<file path="config.mk">
export PLATFORM = sky130hd
export DESIGN_NAME = byte_serial_add_ctrl_flat
export DESIGN_NICKNAME = d
export VERILOG_FILES = /design/src/rtl/byte_serial_add_ctrl_if.sv /design/src/rtl/byte_serial_add_ctrl.sv /design/src/flat_wrapper.sv
export SDC_FILE = /design/constraint.sdc
export NUM_CORES = 1
export LEC_CHECK = 0
export BUFFER_PORTS_ARGS = -buffer_cell sky130_fd_sc_hd__buf_2
export CAP_MARGIN = 20
export CORE_UTILIZATION = 55
export CTS_BUF_LIST = sky130_fd_sc_hd__clkbuf_4 sky130_fd_sc_hd__clkbuf_8 sky130_fd_sc_hd__clkbuf_16
export CTS_CLUSTER_SIZE = 24
export DETAILED_ROUTE_END_ITERATION = 7
export HOLD_SLACK_MARGIN = 0.12
export PLACE_DENSITY = 0.83
export REMOVE_ABC_BUFFERS = 1
export SYNTH_ARGS = -nofsm -noshare
export SYNTH_HDL_FRONTEND = slang
export SYNTH_SLANG_ARGS = --single-unit
</file>
<file path="constraint.sdc">
create_clock -name clk -period 5.94 [get_ports clk]
set_input_delay 0 -clock clk [delete_from_list [all_inputs] [get_ports clk]]
set_output_delay 0 -clock clk [all_outputs]
set_load 0.01 [all_outputs]
</file>
<file path="src/rtl/byte_serial_add_ctrl_if.sv">
// Handshake and data bundle for the byte-serial adder: operand request side and result side.
interface byte_serial_add_ctrl_if #(
    parameter int NBYTES = 4
);
    logic                  in_val;
    logic                  in_rdy;
    logic [8*NBYTES-1:0]   in0;
    logic [8*NBYTES-1:0]   in1;
    logic                  cin;
    logic                  out_val;
    logic                  out_rdy;
    logic [8*NBYTES-1:0]   out;
    logic                  cout;
    logic                  ovf;

    modport master (
        output in_val, in0, in1, cin, out_rdy,
        input  in_rdy, out_val, out, cout, ovf
    );

    modport slave (
        input  in_val, in0, in1, cin, out_rdy,
        output in_rdy, out_val, out, cout, ovf
    );
endinterface

</file>
<file path="src/rtl/byte_serial_add_ctrl.sv">
// Wide add-with-carry built from one 8-bit adder slice stepped LSB byte first,
// with val/rdy handshakes on the operand and result sides.
module byte_serial_add_ctrl #(
    parameter int NBYTES = 4
) (
    input logic                  clk,
    input logic                  reset,
    byte_serial_add_ctrl_if.slave bus
);
    localparam int W     = 8 * NBYTES;
    localparam int IDX_W = (NBYTES > 1) ? $clog2(NBYTES) : 1;
    localparam logic [IDX_W-1:0] LAST_IDX = IDX_W'(NBYTES - 1);

    typedef enum logic [1:0] {
        IDLE,
        CALC,
        DONE
    } state_t;

    state_t           state;
    logic [W-1:0]     a_q;
    logic [W-1:0]     b_q;
    logic [W-1:0]     out_q;
    logic             carry_q;
    logic [IDX_W-1:0] idx_q;
    logic             in_rdy_q;
    logic             out_val_q;
    logic             cout_q;
    logic             ovf_q;

    logic [31:0]      bit_base;
    logic [7:0]       a_byte;
    logic [7:0]       b_byte;
    logic [8:0]       slice_sum;

    // The single shared 8-bit slice, steered by the byte index.
    always_comb begin
        bit_base  = 32'(idx_q) << 3;
        a_byte    = a_q[bit_base +: 8];
        b_byte    = b_q[bit_base +: 8];
        slice_sum = {1'b0, a_byte} + {1'b0, b_byte} + {8'd0, carry_q};
    end

    // NOTE: every register here uses non-blocking assignment so all state
    // advances together on the edge; the operand registers are reset too,
    // which keeps the slice inputs defined straight out of reset.
    always_ff @(posedge clk or posedge reset) begin
        if (reset) begin
            state     <= IDLE;
            a_q       <= '0;
            b_q       <= '0;
            out_q     <= '0;
            carry_q   <= 1'b0;
            idx_q     <= '0;
            in_rdy_q  <= 1'b1;
            out_val_q <= 1'b0;
            cout_q    <= 1'b0;
            ovf_q     <= 1'b0;
        end else begin
            case (state)
                IDLE: begin
                    if (bus.in_val) begin
                        a_q      <= bus.in0;
                        b_q      <= bus.in1;
                        carry_q  <= bus.cin;
                        idx_q    <= '0;
                        in_rdy_q <= 1'b0;
                        state    <= CALC;
                    end
                end
                CALC: begin
                    out_q[bit_base +: 8] <= slice_sum[7:0];
                    carry_q              <= slice_sum[8];
                    idx_q                <= idx_q + 1'b1;
                    if (idx_q == LAST_IDX) begin
                        // Top byte: its slice sees the operand sign bits directly.
                        cout_q    <= slice_sum[8];
                        ovf_q     <= (a_byte[7] == b_byte[7]) && (slice_sum[7] != a_byte[7]);
                        idx_q     <= '0;
                        out_val_q <= 1'b1;
                        state     <= DONE;
                    end
                end
                DONE: begin
                    if (bus.out_rdy) begin
                        out_val_q <= 1'b0;
                        in_rdy_q  <= 1'b1;
                        state     <= IDLE;
                    end
                end
                default: begin
                    out_val_q <= 1'b0;
                    in_rdy_q  <= 1'b1;
                    state     <= IDLE;
                end
            endcase
        end
    end

    assign bus.in_rdy  = in_rdy_q;
    assign bus.out_val = out_val_q;
    assign bus.out     = out_q;
    assign bus.cout    = cout_q;
    assign bus.ovf     = ovf_q;
endmodule
</file>
<file path="src/flat_wrapper.sv">
// flat-port wrapper written by rule: the top's interface ports become plain ports
module byte_serial_add_ctrl_flat 
#(
    parameter int NBYTES = 4
)
  (clk, reset, bus_in_val, bus_in0, bus_in1, bus_cin, bus_out_rdy, bus_in_rdy, bus_out_val, bus_out, bus_cout, bus_ovf);
  byte_serial_add_ctrl_if #(.NBYTES(NBYTES)) bus_i ();
  input logic clk;
  input logic reset;
  input wire logic [$bits(bus_i.in_val)-1:0] bus_in_val;
  input wire logic [$bits(bus_i.in0)-1:0] bus_in0;
  input wire logic [$bits(bus_i.in1)-1:0] bus_in1;
  input wire logic [$bits(bus_i.cin)-1:0] bus_cin;
  input wire logic [$bits(bus_i.out_rdy)-1:0] bus_out_rdy;
  output wire logic [$bits(bus_i.in_rdy)-1:0] bus_in_rdy;
  output wire logic [$bits(bus_i.out_val)-1:0] bus_out_val;
  output wire logic [$bits(bus_i.out)-1:0] bus_out;
  output wire logic [$bits(bus_i.cout)-1:0] bus_cout;
  output wire logic [$bits(bus_i.ovf)-1:0] bus_ovf;
  assign bus_i.in_val = bus_in_val;
  assign bus_i.in0 = bus_in0;
  assign bus_i.in1 = bus_in1;
  assign bus_i.cin = bus_cin;
  assign bus_i.out_rdy = bus_out_rdy;
  assign bus_in_rdy = bus_i.in_rdy;
  assign bus_out_val = bus_i.out_val;
  assign bus_out = bus_i.out;
  assign bus_cout = bus_i.cout;
  assign bus_ovf = bus_i.ovf;
  byte_serial_add_ctrl #(.NBYTES(NBYTES)) u_core (.clk(clk), .reset(reset), .bus(bus_i));
endmodule
</file>
==> impl_metrics.toml <==
[outcome]
status = "complete, no violations"

[pwr]
p_seq_share_pct = 34.5
pwr-share-clk_pct = 13.9
p_int_mw = 2.17
power_switching_mw = 1.45
power_frac_comb_pct = 51.6
p_per_area_nw_per_um2 = 573
p_leak_nw = 2.94
p_sw_share_pct = 40.0
ir_worst_vdd_v = 0.000326

[sta]
maxSlewViolCount = 0
finalHoldViolCount = 0
period_needed_ps = 3390
period_share_pct = 57.1
fin_setup_tns_ps = 0
worst_slew_pin_slew_ps = 922
relSlewSlack_pct = 38.6
finalSetupViolations = 0
finClkSkew_ps = 9.75
fmax_mhz = 295
rsz0062_at_grt = "no"

[synthesis]
synth.avg_cell_area_um2 = 15.4
synth_edf_count = 0
synth-main-ff-cell = "dfrtp_1"
synth_cell_types = 43
yosysSeqAreaShare_pct = 55.2
synth_seq_cells = 105
ys_warn_count = 0
syn_inst = 310
async_flop_share_pct = 100
netlist_area_um2 = 4760

[layout]
nets = 570
n_fill_cell = 494
drive_gt1_share_pct = 43.4
synthToLayoutAreaGrowth_pct = 32.9
seqCellArea_um2 = 2630
multi_input_area_um2 = 2050
finish.utilization_pct = 76.2

[detailed_routing]
drc = 0
num_vias = 3431
dr.pass1.iters = 4
ant_nets = 0
routedWlPerCell_um = 19.0
dr.first_iter.drc_count = 129
routed_wl_um = 11400
avgViaCountPerCell = 5.74

[job]
max-cap-violations = 0

[setup_path]
worstPathRequired_ps = 6200
worstSetupPathType = "flip-flop to flip-flop"
crit_fanout = 21
cp-start-kind = "flip-flop"
cp_data_arrival_time_ps = 3650
end_kind = "flip-flop"

[clocking]
cts_tree = "done"
cts_setup_buffers = 0
cts_hold_buf = 69
ctsHtreeMaxLevel = 3
numCtsBuffers = 9
cts_buffer_depth = 2
clock_latency_ps = 370
cts-root-buf = "clkbuf_8"
cts.clk_slew.worst_paths_ps = 100
cts.sinks = 105
cts-resized-gates = 0

[placement]
port_buffers = 104
gp_congestion = 0.805
dp_hpwl_um = 7130

[die]
die-area_um2 = 9030
start_util_pct = 57.3
boundaryPins = 105
core_um2 = 8300
fp.dieH_um = 95.0
num_rows = 33
die_x_um = 95.0

[global_routing]
grt_pass1_wl_um = 18200
grt-ovfl-total = 0
grt_usage_pct = 27.1
grt_pass1_vias = 3672
grt_antenna_before_repair = 0
grt_max_degree = 84

[min_path]
hold_class = "primary input to flip-flop"
worst paths after layout:
| check | from | endpoint | slack [ps] | depth (start not counted) |
|---|---|---|---|---|
| min in group asynchronous | reset | u_core.b_q[24] | 710 | 4 |
| worst min register to register | u_core.b_q[18] | u_core.b_q[18] | 500 | 1 |
| worst max-delay path | u_core.idx_q[1] | u_core.bus.out[30] | 2550 | 7 |
| worst min-delay path | bus_in0[12] | u_core.a_q[12] | 390 | 3 |
| worst max register to register | u_core.idx_q[1] | u_core.bus.out[30] | 2550 | 7 |
| max in group asynchronous | reset | u_core.bus.out[27] | 4370 | 6 |
per-layer routing:
layer | track usage, % | wire length, µm | up-vias
li1 | - | - | 1538
met1 | 34.9 | 4660 | 1736
met2 | 45.6 | 5830 | 135
met3 | 5.10 | 635 | 22
met4 | 10.9 | 238 | 0
met5 | 0 | 0 | -
power by group through the flow:
stage / sequential (mW) / combinational (mW) / clock, mW
finish: 1.25 / 1.87 / 0.502
global route: 1.29 / 2.06 / 0.530
CTS: 1.24 / 1.86 / 0.503
detailed placement: 1.25 / 1.82 / 0
global placement: 1.23 / 1.74 / 0
floorplan: 1.23 / 1.35 / 0
state kept, by name, summed over array words and instances (netlist names):
name / flops
u_core.carry_q: 1
u_core.bus.cout: 1
u_core.bus.out: 32
u_core.bus.ovf: 1
u_core.bus.out_val: 1
u_core.bus.in_rdy: 1
u_core.b_q: 32
u_core.idx_q: 2
u_core.a_q: 32
u_core.state: 2
final cells by class:
type | instances | area share, %
clock buffers | 11 | 2.39
flip-flops and latches | 105 | 41.6
inverters | 4 | 0.277
repair buffers | 177 | 19.9
multi-input cells | 189 | 32.4
diodes | 2 | 0.0791
clock inverters | 5 | 1.23
well taps | 105 | 2.08
Yosys cell counts (2+ instances only):
cell type	instances	area [µm²]
a22o_1	25	219
nand2b_1	3	18.8
buf_4	2	15.0
or3_1	2	12.5
inv_1	4	15.0
o31ai_1	2	15.0
fa_1	2	40.0
mux2_2	60	676
mux2_1	5	56.3
dfrtp_1	104	2600
o21a_1	2	15.0
xnor2_1	2	17.5
ha_1	13	163
mux2i_1	2	20.0
nand3_1	2	10.0
nand2_4	3	33.8
a21o_1	2	15.0
mux4_2	16	360
nand2_1	8	30.0
buf_2	7	35.0
xor2_1	2	17.5
nor4b_4	3	71.3
a32o_1	8	80.1
a21oi_1	6	30.0
o21ai_0	7	35.0
critical path, stage by stage, from the launching register on:
cell	delay, ps
dfrtp_1	960
mux4_2	430
fa_1	450
fa_1	420
a21o_1	220
a221oi_1	380
xnor2_1	190
a22o_1	230
kinds of logic after synthesis:
logic type	share of synthesized area, %
DFF	55.2
muxes	23.4
AOI/OAI and AO/OA	9.62
and+or+nand+nor	5.02
buffers and inverters	1.76
adders and majority gates	4.26
xor gates and xnor gates	0.736
through the flow:
step | area (µm²) | total power, mW | setup slack, ps | hold WS, ps | cells
global route | 6320 | 3.88 | 2430 | 396 | 596
floorplan | 4690 | 2.57 | 2450 | 135 | 298
global placement | 5370 | 2.97 | 2690 | -31.4 | 510
detailed placement | 5370 | 3.07 | 2550 | -30.2 | 510
CTS | 6290 | 3.60 | 2530 | 375 | 595
finish | 6320 | 3.62 | 2550 | 385 | 598
layout by cell type, fill, tap and decap left out, types with 3 or more instances in the layout:
master / synthesis / final
buf_2: 7 / 104
dfrtp_1: 104 / 104
dlygate4sd3_1: 0 / 69
mux2_2: 60 / 60
a22o_1: 25 / 25
mux4_2: 16 / 16
ha_1: 13 / 13
clkbuf_8: 0 / 11
nand2_1: 8 / 8
a32o_1: 8 / 8
o21ai_0: 7 / 7
a21oi_1: 6 / 6
mux2_1: 5 / 5
nand2_4: 3 / 3
nor4b_4: 3 / 3
inv_1: 4 / 3
nand2b_1: 3 / 3
buf_4: 2 / 3
Power figures use the tool's default switching activity.
